`src/rtl/mem_arbiter_if.sv`:
```
// Bundle of the I-cache, D-cache and memory-side signals of the memory arbiter.
// The slave modport is the arbiter's view; the master modport is the caches'/memory's view.
interface mem_arbiter_if #(
  parameter int ADDR_W = 28,
  parameter int DATA_W = 128
);
  logic              ic_mem_read;
  logic [ADDR_W-1:0] ic_mem_addr;
  logic [DATA_W-1:0] ic_mem_rdata;
  logic              ic_mem_ready;

  logic              dc_mem_read;
  logic              dc_mem_write;
  logic [ADDR_W-1:0] dc_mem_addr;
  logic [DATA_W-1:0] dc_mem_wdata;
  logic [DATA_W-1:0] dc_mem_rdata;
  logic              dc_mem_ready;

  logic              mem_read;
  logic              mem_write;
  logic [ADDR_W-1:0] mem_addr;
  logic [DATA_W-1:0] mem_wdata;
  logic [DATA_W-1:0] mem_rdata;
  logic              mem_ready;

  logic              arb_busy;

  // Handshake: a cache raises its read/write request and holds it, with address/data
  // stable, until its *_mem_ready pulses for one cycle; memory completes the granted
  // transfer by pulsing mem_ready while mem_read or mem_write is high.
  modport slave (
    input  ic_mem_read, ic_mem_addr,
    input  dc_mem_read, dc_mem_write, dc_mem_addr, dc_mem_wdata,
    input  mem_rdata, mem_ready,
    output ic_mem_rdata, ic_mem_ready,
    output dc_mem_rdata, dc_mem_ready,
    output mem_read, mem_write, mem_addr, mem_wdata,
    output arb_busy
  );

  modport master (
    output ic_mem_read, ic_mem_addr,
    output dc_mem_read, dc_mem_write, dc_mem_addr, dc_mem_wdata,
    output mem_rdata, mem_ready,
    input  ic_mem_rdata, ic_mem_ready,
    input  dc_mem_rdata, dc_mem_ready,
    input  mem_read, mem_write, mem_addr, mem_wdata,
    input  arb_busy
  );
endinterface

```
`src/rtl/mem_arbiter.sv`:
```
// Two-requester (I-cache / D-cache) round-robin arbiter in front of a single line-wide memory port.
// A grant is registered, held for one whole transfer, and followed by a one-cycle DONE bubble.
module mem_arbiter #(
  parameter int ADDR_W = 28,
  parameter int DATA_W = 128
) (
  input  logic       clk,
  input  logic       proc_reset,
  mem_arbiter_if.slave bus,
  output logic [1:0] state_dbg,
  output logic       last_grant_dbg
);

  typedef enum logic [1:0] {
    IDLE    = 2'd0,
    GRANT_I = 2'd1,
    GRANT_D = 2'd2,
    DONE    = 2'd3
  } state_t;

  localparam logic LG_I = 1'b0;
  localparam logic LG_D = 1'b1;

  state_t state;
  state_t arb_next;
  logic   last_grant;
  logic   ic_req;
  logic   dc_req;

  assign ic_req = bus.ic_mem_read;
  assign dc_req = bus.dc_mem_read | bus.dc_mem_write;

  // On a tie the requester that was not served last wins; reset leaves last_grant at I,
  // so the first tie goes to D.
  always_comb begin
    arb_next = IDLE;
    if (ic_req && dc_req) begin
      arb_next = (last_grant == LG_I) ? GRANT_D : GRANT_I;
    end else if (ic_req) begin
      arb_next = GRANT_I;
    end else if (dc_req) begin
      arb_next = GRANT_D;
    end
  end

  always_ff @(posedge clk or posedge proc_reset) begin
    if (proc_reset) begin
      state      <= IDLE;
      last_grant <= LG_I;
    end else begin
      case (state)
        IDLE, DONE: state <= arb_next;
        GRANT_I: begin
          if (bus.mem_ready) begin
            state      <= DONE;
            last_grant <= LG_I;
          end else if (!ic_req) begin
            state <= IDLE;
          end
        end
        GRANT_D: begin
          if (bus.mem_ready) begin
            state      <= DONE;
            last_grant <= LG_D;
          end else if (!dc_req) begin
            state <= IDLE;
          end
        end
        default: state <= IDLE;
      endcase
    end
  end

  // Memory strobes follow the granted requester combinationally so a dropped request
  // or an asynchronous reset removes them within the same cycle.
  always_comb begin
    bus.mem_read  = 1'b0;
    bus.mem_write = 1'b0;
    bus.mem_addr  = {ADDR_W{1'b0}};
    bus.mem_wdata = {DATA_W{1'b0}};
    case (state)
      GRANT_I: begin
        bus.mem_read = bus.ic_mem_read;
        bus.mem_addr = bus.ic_mem_addr;
      end
      GRANT_D: begin
        bus.mem_write = bus.dc_mem_write;
        bus.mem_read  = bus.dc_mem_read & ~bus.dc_mem_write;
        bus.mem_addr  = bus.dc_mem_addr;
        bus.mem_wdata = bus.dc_mem_wdata;
      end
      default: ;
    endcase
  end

  assign bus.ic_mem_ready = bus.mem_ready & (state == GRANT_I);
  assign bus.dc_mem_ready = bus.mem_ready & (state == GRANT_D);
  assign bus.ic_mem_rdata = bus.mem_rdata;
  assign bus.dc_mem_rdata = bus.mem_rdata;
  assign bus.arb_busy     = (state != IDLE);

  assign state_dbg      = state;
  assign last_grant_dbg = last_grant;

endmodule

```
`src/flat_wrapper.sv`:
```
// flat-port wrapper written by rule: the top's interface ports become plain ports
module mem_arbiter_flat 
#(
  parameter int ADDR_W = 28,
  parameter int DATA_W = 128
)
  (clk, proc_reset, state_dbg, last_grant_dbg, bus_ic_mem_read, bus_ic_mem_addr, bus_dc_mem_read, bus_dc_mem_write, bus_dc_mem_addr, bus_dc_mem_wdata, bus_mem_rdata, bus_mem_ready, bus_ic_mem_rdata, bus_ic_mem_ready, bus_dc_mem_rdata, bus_dc_mem_ready, bus_mem_read, bus_mem_write, bus_mem_addr, bus_mem_wdata, bus_arb_busy);
  mem_arbiter_if #(.ADDR_W(ADDR_W), .DATA_W(DATA_W)) bus_i ();
  input  logic clk;
  input  logic proc_reset;
  output logic [1:0] state_dbg;
  output logic last_grant_dbg;
  input wire logic [$bits(bus_i.ic_mem_read)-1:0] bus_ic_mem_read;
  input wire logic [$bits(bus_i.ic_mem_addr)-1:0] bus_ic_mem_addr;
  input wire logic [$bits(bus_i.dc_mem_read)-1:0] bus_dc_mem_read;
  input wire logic [$bits(bus_i.dc_mem_write)-1:0] bus_dc_mem_write;
  input wire logic [$bits(bus_i.dc_mem_addr)-1:0] bus_dc_mem_addr;
  input wire logic [$bits(bus_i.dc_mem_wdata)-1:0] bus_dc_mem_wdata;
  input wire logic [$bits(bus_i.mem_rdata)-1:0] bus_mem_rdata;
  input wire logic [$bits(bus_i.mem_ready)-1:0] bus_mem_ready;
  output wire logic [$bits(bus_i.ic_mem_rdata)-1:0] bus_ic_mem_rdata;
  output wire logic [$bits(bus_i.ic_mem_ready)-1:0] bus_ic_mem_ready;
  output wire logic [$bits(bus_i.dc_mem_rdata)-1:0] bus_dc_mem_rdata;
  output wire logic [$bits(bus_i.dc_mem_ready)-1:0] bus_dc_mem_ready;
  output wire logic [$bits(bus_i.mem_read)-1:0] bus_mem_read;
  output wire logic [$bits(bus_i.mem_write)-1:0] bus_mem_write;
  output wire logic [$bits(bus_i.mem_addr)-1:0] bus_mem_addr;
  output wire logic [$bits(bus_i.mem_wdata)-1:0] bus_mem_wdata;
  output wire logic [$bits(bus_i.arb_busy)-1:0] bus_arb_busy;
  assign bus_i.ic_mem_read = bus_ic_mem_read;
  assign bus_i.ic_mem_addr = bus_ic_mem_addr;
  assign bus_i.dc_mem_read = bus_dc_mem_read;
  assign bus_i.dc_mem_write = bus_dc_mem_write;
  assign bus_i.dc_mem_addr = bus_dc_mem_addr;
  assign bus_i.dc_mem_wdata = bus_dc_mem_wdata;
  assign bus_i.mem_rdata = bus_mem_rdata;
  assign bus_i.mem_ready = bus_mem_ready;
  assign bus_ic_mem_rdata = bus_i.ic_mem_rdata;
  assign bus_ic_mem_ready = bus_i.ic_mem_ready;
  assign bus_dc_mem_rdata = bus_i.dc_mem_rdata;
  assign bus_dc_mem_ready = bus_i.dc_mem_ready;
  assign bus_mem_read = bus_i.mem_read;
  assign bus_mem_write = bus_i.mem_write;
  assign bus_mem_addr = bus_i.mem_addr;
  assign bus_mem_wdata = bus_i.mem_wdata;
  assign bus_arb_busy = bus_i.arb_busy;
  mem_arbiter #(.ADDR_W(ADDR_W), .DATA_W(DATA_W)) u_core (.clk(clk), .proc_reset(proc_reset), .bus(bus_i), .state_dbg(state_dbg), .last_grant_dbg(last_grant_dbg));
endmodule
```
`config.mk`:
```
export PLATFORM = sky130hd
export DESIGN_NAME = mem_arbiter_flat
export DESIGN_NICKNAME = d
export VERILOG_FILES = /design/src/rtl/mem_arbiter_if.sv /design/src/rtl/mem_arbiter.sv /design/src/flat_wrapper.sv
export SDC_FILE = /design/constraint.sdc
export NUM_CORES = 1
export LEC_CHECK = 0
export CORE_AREA = 4 4 282 284
export DETAILED_ROUTE_END_ITERATION = 12
export DIE_AREA = 0 0 286 288
export GPL_ROUTABILITY_DRIVEN = 0
export SYNTH_ARGS = -nofsm -noshare
export SYNTH_HDL_FRONTEND = slang
export SYNTH_SLANG_ARGS = --single-unit
```
`constraint.sdc`:
```
create_clock -name clk -period 2.2 [get_ports clk]
set_clock_uncertainty 0.05 [all_clocks]
set_input_delay 0.33 -clock clk [delete_from_list [all_inputs] [get_ports clk]]
set_output_delay 0.33 -clock clk [all_outputs]
set_load 0.02 [all_outputs]
```
==> flow_metrics.py, run 1 <==
metrics = {
    "outcome": {
        "status": "finished clean",
    },
    "synth": {
        "syn-cell-area_um2": 3505,
        "yosysWarnings": 0,
        "yosys.area.top_type": "buf_4",
        "yosys_most_used_dff": "dfrtp_1",
        "synthTopCellsByCount": "buf_4, and2_1, nor2b_1, a22oi_1, buf_2",
        "synth.most_common_cell": "buf_4",
        "synth_fp_nets": 820,
        "ys_seq_elements": 3,
        "synth_cell_types": 21,
        "synth_area_leaders": "buf_4, and2_1, a22oi_1, nor2b_1, dfrtp_1",
        "synth-edff-count": 0,
        "avgSynthCellArea_um2": 7.052,
        "async_reset_ff_frac": 1.000,
        "synth_top_area_frac": 0.5505,
        "yosysSeqAreaShare": 0.02142,
        "syn_inst": 497,
    },
    "route": {
        "wl_per_cell_um": 20.26,
        "ant_nets": 0,
        "vias": 3536,
        "met1_length_um": 11170,
        "first_pass_iters": 4,
        "wl_met3_um": 6391,
        "avgViaCountPerCell": 2.150,
        "drc_errors": 0,
        "drtIter0Drc": 127,
        "wl_um": 33330,
        "wl_met2_um": 14030,
        "highest_layer": "met5",
    },
    "cells_and_area": {
        "fill_cells": 9081,
        "drive_above_1_share": 0.1768,
        "fin_util": 0.09009,
        "seqCellArea_um2": 75.07,
        "stdcell_count": 1645,
        "syn_to_final_growth_pct": 98.14,
        "finalNetCount": 918,
        "final_cell_area_um2": 6944,
        "multi_input_area_um2": 1421,
    },
    "cts": {
        "cts_tree": "yes",
        "clkLatencyLatePin_ps": 220,
        "cts_max_path_buffers": 2,
        "htree_levels": 1,
        "post-cts-setup-buffers": 0,
        "path_clk_slew_ps": 30,
        "clockRootBuffer": "clkbuf_16",
        "cts_buffers": 3,
        "cts_sinks": 3,
        "ctsHoldBuffers": 0,
    },
    "run": {
        "drv_cap": 0,
    },
    "setup_path": {
        "reg2reg_depth": 6,
        "cp_data_required_time_ps": 1820,
        "cp_slowest_cell": "ha_2",
        "crit_path_end_kind": "output port",
        "cp_slowest_stage_delay_ps": 400,
        "rr_endpoint": "u_core.state_dbg[1]",
        "crit_buf_inv": 3,
        "worst-setup-path-type": "reg2out",
        "worst-endpoint-arrival_ps": 1730,
        "crit_family": "buffers and inverters",
        "reg2reg_from": "u_core.state_dbg[1]",
        "critPathLaunchType": "flip-flop",
        "cp_max_fo": 26,
        "reg2reg_slack_ps": 580,
        "path_cells": "inv_1, ha_2, buf_12, nor2b_1, dlygate4sd2_1",
    },
    "global_routing": {
        "grt_pass1_vias": 3987,
        "grt_antenna_before_repair": 22,
        "grt.total_usage": 0.07427,
        "grt_pass1_wl_um": 40140,
        "grt_max_degree": 57,
        "grt.overflow.total": 0,
    },
    "floorplan": {
        "coreArea_um2": 77080,
        "start_util": 0.04546,
        "fp.dieH_um": 288,
        "rows": 102,
        "die_area_um2": 82370,
        "die_w_um": 286,
        "ios": 738,
    },
    "hold_path": {
        "hp-class": "in2async",
    },
    "sta": {
        "grt_setup_unrepaired": "false",
        "hold_slack_ps": 227.6,
        "min_period_ps": 2110,
        "fin_crit_sh": 0.9589,
        "tightest_slew_ps": 326.0,
        "hold_viol_final": 0,
        "slew_viol_final": 0,
        "timing.final.ws_setup_ps": 90.49,
        "fmax_mhz": 474.0,
        "slew_headroom": 0.7826,
        "setup_viol": 0,
    },
    "placement": {
        "place_area_um2": 6967,
        "dp_slack_ps": -91.25,
        "placed_cells_incl_taps": 1629,
        "dp_hpwl_um": 29800,
        "portBuffers": 353,
    },
    "power": {
        "ir_drop_mv": 0.7295,
        "p_leak_uw": 0.002663,
        "powerDensity_nw_per_um2": 992.5,
    },
}
stage by stage:
stage	TNS, ps	total power (uW)
3_5_place_dp	-898.9	7205
4_1_cts	0	7116
2_1_floorplan	0	3561
6_report	0	6892
3_3_place_gp	-252.2	7206
5_1_grt	0	7482
routing by layer:
layer  track usage  up-vias
li1              -     1495
met1       0.06963     1447
met2        0.1143      434
met5             0        -
met4       0.03067       26
met3       0.06698      134
registers in the layout (all words and copies together), names as in the netlist:
signal                 flops
u_core.last_grant_dbg      1
u_core.state_dbg           2
area by class of cell:
class	count	share of cell area
flip-flops and latches	3	0.01081
clock buffers	4	0.01135
multi-input cells	211	0.2047
well taps	1040	0.1874
inverters	4	0.002162
repair buffers	372	0.5796
diodes	11	0.003964
logic make-up (layout without fill, tap and decap cells):
family	Yosys count	after routing	share of synthesized area
AOI/OAI and AO/OA	36	36	0.07569
and+or+nand+nor	168	168	0.2953
other	0	11	0
DFF	3	3	0.02142
buffers and inverters	283	380	0.5837
muxes	2	2	0.006069
adders and majority gates	5	5	0.01785
cells in the final DEF, fill, tap and decap left out, types with 2 or more instances in the layout:
cell type	Yosys	final
dfrtp_1	3	3
buf_4	257	24
ha_4	0	2
buf_12	0	52
clkbuf_2	4	14
nor2b_2	0	2
clkdlybuf4s15_1	0	6
nor2b_1	29	27
a22oi_1	28	28
inv_1	4	3
clkbuf_16	0	4
diode_2	0	11
ha_2	0	2
o21ai_0	2	2
clkdlybuf4s50_1	0	193
a21boi_0	2	2
dlygate4sd2_1	0	80
and2_1	131	130
nand2_1	6	6
power by group:
part           switching (uW)  internal (uW)
Combinational            3470           3020
Sequential               21.5           84.1
Clock                    50.5            239
what timing repair did:
action	in CTS	in global routing
endpoints found under the setup margin	104	23
endpoints found under the hold margin	0	0
gates cloned	0	1
resized for setup	115	33
worst max path at each step:
stage / start / end / slack [ps] / depth (start not counted)
after CTS: u_core.state_dbg[1] / bus_mem_read / 20 / 5
final: u_core.state_dbg[1] / bus_mem_addr[13] / 90 / 5
after global placement: u_core.state_dbg[0] / bus_mem_addr[23] / -70 / 6
after floorplan: u_core.state_dbg[0] / bus_mem_read / 190 / 4
after global routing: u_core.state_dbg[0] / bus_mem_addr[17] / 2 / 6
after detailed placement: u_core.state_dbg[0] / bus_mem_addr[11] / -90 / 6
Power figures use the tool's default switching activity.
==> run 2: changes to the inputs <==
--- a/config.mk
+++ b/config.mk
@@ -9,6 +9,7 @@
 export DETAILED_ROUTE_END_ITERATION = 12
 export DIE_AREA = 0 0 286 288
 export GPL_ROUTABILITY_DRIVEN = 0
+export REMOVE_ABC_BUFFERS = 1
 export SYNTH_ARGS = -nofsm -noshare
 export SYNTH_HDL_FRONTEND = slang
 export SYNTH_SLANG_ARGS = --single-unit
==> run 2 against run 1 <==
  * First-iteration DRC count increased by 140%
  * Total power increased by 33%
  * Via count is 25% higher
  * Design area increased by 13%
  * Utilization grew 1.2 points
  * Critical path type unchanged
==> flow_metrics.py, run 2 (synthesis results as in run 1) <==
metrics = {
    "route": {
        "wl_per_cell_um": 53.12,
        "ant_nets": 0,
        "first_pass_iters": 4,
        "avgViaCountPerCell": 2.674,
        "wl_um": 87750,
        "vias": 4417,
        "drc_errors": 0,
        "drtIter0Drc": 307,
    },
    "cts": {
        "htree_levels": 1,
        "ctsHoldBuffers": 0,
        "cts_max_path_buffers": 2,
        "clockRootBuffer": "clkbuf_16",
        "cts_tree": "yes",
        "cts_buffers": 3,
        "clkLatencyLatePin_ps": 230,
        "cts_sinks": 3,
        "path_clk_slew_ps": 30,
    },
    "cells_and_area": {
        "final_cell_area_um2": 7861,
        "largest_reg_flops": 2,
        "layout_commonest_cell": "clkdlybuf4s50_1",
        "fin_util": 0.1020,
        "finalNetCount": 923,
        "syn_to_final_growth_pct": 124.3,
        "most-common-layout-cells": "clkdlybuf4s50_1, buf_12, and2_1",
        "drive_above_1_share": 0.3072,
    },
    "setup_path": {
        "cp_data_required_time_ps": 1820,
        "crit_path_end_kind": "output port",
        "critPathLaunchType": "flip-flop",
        "worst-setup-path-type": "reg2out",
        "cp_max_fo": 21,
        "worst-endpoint-arrival_ps": 1790,
    },
    "power": {
        "switching_power_uw": 4532,
        "internal_power_uw": 4621,
        "clkPwrFrac": 0.032,
        "p_leak_uw": 0.002867,
        "pwr-share-seq": 0.012,
        "ir_drop_mv": 0.4096,
        "powerDensity_nw_per_um2": 1164,
        "comb_power_share": 0.956,
        "swShare": 0.4951,
    },
    "outcome": {
        "status": "finished clean",
    },
    "floorplan": {
        "coreArea_um2": 77080,
        "ios": 738,
        "die_area_um2": 82370,
        "rows": 102,
        "die_w_um": 286,
        "fp.dieH_um": 288,
        "start_util": 0.04546,
    },
    "placement": {
        "dp_hpwl_um": 79860,
        "place_area_um2": 7637,
        "portBuffers": 353,
        "dp_slack_ps": -19.78,
    },
    "sta": {
        "timing.final.ws_setup_ps": 28.28,
        "min_period_ps": 2172,
        "grt_setup_unrepaired": "true",
        "slew_headroom": 0.7589,
        "setup-tns-final_ps": 0,
        "setup_viol": 0,
        "fin_crit_sh": 0.9871,
        "hold_viol_final": 0,
        "tightest_slew_ps": 360.5,
        "slew_viol_final": 0,
        "fmax_mhz": 460.5,
    },
    "global_routing": {
        "grt_antenna_before_repair": 48,
        "grt.overflow.total": 0,
        "busiest_layer": "met3",
        "use_met3": 0.3048,
        "grt.total_usage": 0.2040,
        "grt_max_degree": 44,
        "grt_use_met2": 0.2354,
        "grt_use_met1": 0.2031,
        "grt_pass1_wl_um": 98690,
        "grt_pass1_vias": 4271,
    },
    "run": {
        "drv_cap": 0,
    },
    "hold_path": {
        "hp-class": "in2async",
    },
}
==> run 2: critical path: stages (launching register included) <==
cell and delay (ps):
dfrtp_1 380, inv_2 100, buf_4 120, ha_4 170, buf_12 140, bufbuf_16 300
and2_1 200, buf_12 140
==> run 2: worst paths after layout <==
| path | endpoint | slack, ps | from | depth (start not counted) |
|---|---|---|---|---|
| min reg2reg | u_core.last_grant_dbg | 550 | u_core.last_grant_dbg | 2 |
| min in group clk | u_core.last_grant_dbg | 550 | u_core.last_grant_dbg | 2 |
| max in group asynchronous | u_core.state_dbg[0] | 1740 | proc_reset | 2 |
| min | u_core.state_dbg[1] | 220 | proc_reset | 2 |
| max reg2reg | u_core.state_dbg[1] | 480 | u_core.state_dbg[0] | 7 |
| max | bus_mem_wdata[42] | 30 | u_core.state_dbg[0] | 7 |
==> run 2: layout make-up <==
class,count,area (um^2)
diodes,13,32.53
clock buffers,4,78.83
fillers,8980,69220
inverters,4,15.01
multi-input cells,211,1471
flip-flops and latches,3,75.07
well taps,1040,1301
repair buffers,377,4887
==> run 2: what timing repair did <==
action,CTS,global route
endpoints found under the setup margin,136,72
resized for setup,76,46
setup buffers,3,0
gates cloned,3,1
==> run 2: power by group through the flow <==
| stage | clock [uW] | combinational (uW) | sequential, uW |
|---|---|---|---|
| 6_report | 296 | 8750 | 110 |
| 5_1_grt | 305 | 9380 | 114 |
| 4_1_cts | 298 | 8910 | 110 |
| 3_5_place_dp | 0 | 8580 | 108 |
| 3_3_place_gp | 0 | 8610 | 108 |
| 2_1_floorplan | 0 | 2590 | 142 |
==> run 2: through the flow <==
stage	instances	power (uW)	hold slack, ps
2_1_floorplan	218	2736	33.64
3_3_place_gp	1628	8720	464.9
3_5_place_dp	1628	8687	465.0
4_1_cts	1638	9314	226.7
5_1_grt	1639	9803	239.4
6_report	1652	9153	223.6
==> run 2: layer usage <==
layer | share of wire | vias to the layer above
li1 | - | 1511
met1 | 0.34 | 1884
met2 | 0.32 | 930
met3 | 0.32 | 62
met4 | 0.0062 | 30
met5 | 0.010 | -
==> run 3: changes to the inputs <==
--- a/config.mk
+++ b/config.mk
@@ -10,6 +10,7 @@
 export DIE_AREA = 0 0 286 288
 export GPL_ROUTABILITY_DRIVEN = 0
 export REMOVE_ABC_BUFFERS = 1
+export SKIP_LAST_GASP = 1
 export SYNTH_ARGS = -nofsm -noshare
 export SYNTH_HDL_FRONTEND = slang
 export SYNTH_SLANG_ARGS = --single-unit
==> run 3 against run 2 <==
  * Total power rose by 0.23%
  * Critical endpoint unchanged
  * Sequential share of layout area about the same
  * Hold slack hardly changed
  * Highest routed layer unchanged
  * Clock power about the same
  * Setup slack worse by 6.1 ps
  * Utilization hardly changed
==> flow_metrics.py, run 3 (synthesis results as in run 1) <==
metrics = {
    "outcome": {
        "status": "finished clean",
    },
    "setup_path": {
        "critPathLaunchType": "flip-flop",
        "cp_data_required_time_ps": 1820,
        "crit_buf_inv": 5,
        "path_cells": "inv_2, buf_4, ha_4, buf_12, bufbuf_16, and2_1, buf_12",
        "crit_path_end_kind": "output port",
        "worst-setup-path-type": "reg2out",
        "cp_slowest_stage_delay_ps": 380,
        "cpMostUsedCell": "buf_12",
        "worst-endpoint-arrival_ps": 1800,
        "crit_family": "buffers and inverters",
        "cp_max_fo": 21,
        "cp_slowest_cell": "dfrtp_1",
    },
    "route": {
        "avgViaCountPerCell": 2.699,
        "vias": 4467,
        "wl_um": 87870,
        "first_pass_iters": 4,
        "highest_layer": "met5",
        "wl_met2_um": 28460,
        "drc_errors": 0,
        "met1_length_um": 30160,
        "wl_per_cell_um": 53.09,
        "ant_nets": 0,
        "drtIter0Drc": 320,
        "wl_met3_um": 27790,
    },
    "sta": {
        "fin_crit_sh": 0.9899,
        "setup-tns-final_ps": 0,
        "hold_viol_final": 0,
        "tightest_slew_ps": 356.4,
        "grt_setup_unrepaired": "true",
        "hold_slack_ps": 223.6,
        "timing.final.ws_setup_ps": 22.21,
        "slew_viol_final": 0,
        "slew_headroom": 0.7616,
        "fmax_mhz": 459.2,
        "min_period_ps": 2178,
        "setup_viol": 0,
    },
    "cells_and_area": {
        "largest_reg_flops": 2,
        "finalNetCount": 923,
        "stdcell_count": 1655,
        "final_cell_area_um2": 7880,
        "layout_commonest_cell": "clkdlybuf4s50_1",
        "fill_cells": 8976,
        "syn_to_final_growth_pct": 124.8,
        "most-common-layout-cells": "clkdlybuf4s50_1, buf_12, and2_1",
        "drive_above_1_share": 0.3055,
    },
    "power": {
        "powerDensity_nw_per_um2": 1164,
        "ir_drop_mv": 0.4067,
        "p_leak_uw": 0.002884,
    },
    "placement": {
        "portBuffers": 353,
        "placed_cells_incl_taps": 1628,
        "dp_hpwl_um": 79860,
        "dp_slack_ps": -19.78,
        "place_area_um2": 7637,
    },
    "cts": {
        "cts_max_path_buffers": 2,
        "clkLatencyLatePin_ps": 230,
        "cts_tree": "yes",
        "htree_levels": 1,
        "path_clk_slew_ps": 30,
        "cts_buffers": 3,
        "cts_sinks": 3,
        "ctsHoldBuffers": 0,
        "clockRootBuffer": "clkbuf_16",
    },
    "floorplan": {
        "die_w_um": 286,
        "coreArea_um2": 77080,
        "die_area_um2": 82370,
        "start_util": 0.04546,
        "rows": 102,
        "fp.dieH_um": 288,
        "ios": 738,
    },
    "global_routing": {
        "grt.overflow.total": 0,
        "grt_pass1_wl_um": 98690,
        "grt_max_degree": 44,
        "grt_antenna_before_repair": 48,
        "grt.total_usage": 0.2040,
        "grt_pass1_vias": 4271,
    },
    "run": {
        "drv_cap": 0,
    },
    "hold_path": {
        "hp-class": "in2async",
    },
}
==> run 3: worst reg2reg max path, delay by kind of cell, from the launching register on <==
| family | cells | cell delay, ps |
|---|---|---|
| AOI/OAI and AO/OA | 2 | 300 |
| adders and majority gates | 1 | 170 |
| buffers and inverters | 3 | 380 |
| DFF | 1 | 380 |
| muxes | 1 | 330 |
==> run 3: area by class of cell <==
cell class | count | area (um^2) | share of cell area
well taps | 1040 | 1301 | 0.1651
repair buffers | 377 | 4898 | 0.6216
diodes | 16 | 40.04 | 0.005081
clock buffers | 4 | 78.83 | 0.01000
multi-input cells | 211 | 1471 | 0.1867
flip-flops and latches | 3 | 75.07 | 0.009527
inverters | 4 | 15.01 | 0.001905
==> run 3: stage by stage <==
step	utilization	total power, uW
4_1_cts	0.1016	9286
3_5_place_dp	0.09908	8687
2_1_floorplan	-	2736
3_3_place_gp	0.09908	8720
5_1_grt	0.1017	9820
6_report	0.1022	9174
==> run 3: worst paths after layout <==
path | slack [ps] | from | cells after the start | end
max | 20 | u_core.state_dbg[0] | 7 | bus_mem_wdata[42]
min | 220 | proc_reset | 2 | u_core.state_dbg[1]
max reg2reg | 470 | u_core.state_dbg[0] | 7 | u_core.state_dbg[1]
min reg2reg | 540 | u_core.last_grant_dbg | 2 | u_core.last_grant_dbg
max in group asynchronous | 1740 | proc_reset | 2 | u_core.state_dbg[0]
min in group clk | 540 | u_core.last_grant_dbg | 2 | u_core.last_grant_dbg
==> run 3: per-layer routing <==
metal | track usage | vias up
met3 | 0.3048 | 60
met5 | 0.07381 | -
li1 | - | 1513
met1 | 0.2031 | 1930
met2 | 0.2354 | 932
met4 | 0.01068 | 32
==> run 3: what timing repair did <==
action | 4_1_cts | 5_1_grt
gates cloned | 3 | 1
buffers inserted | 3 | 0
resized for setup | 71 | 50
hold endpoints to repair | 0 | 0
setup endpoints to repair | 136 | 75
==> run 3: power breakdown <==
group	total, uW	switching (uW)	internal [uW]
Combinational	8770	4460	4310
Clock	296	56.1	240
Sequential	110	25.4	84.1
Total	9170	4540	4630
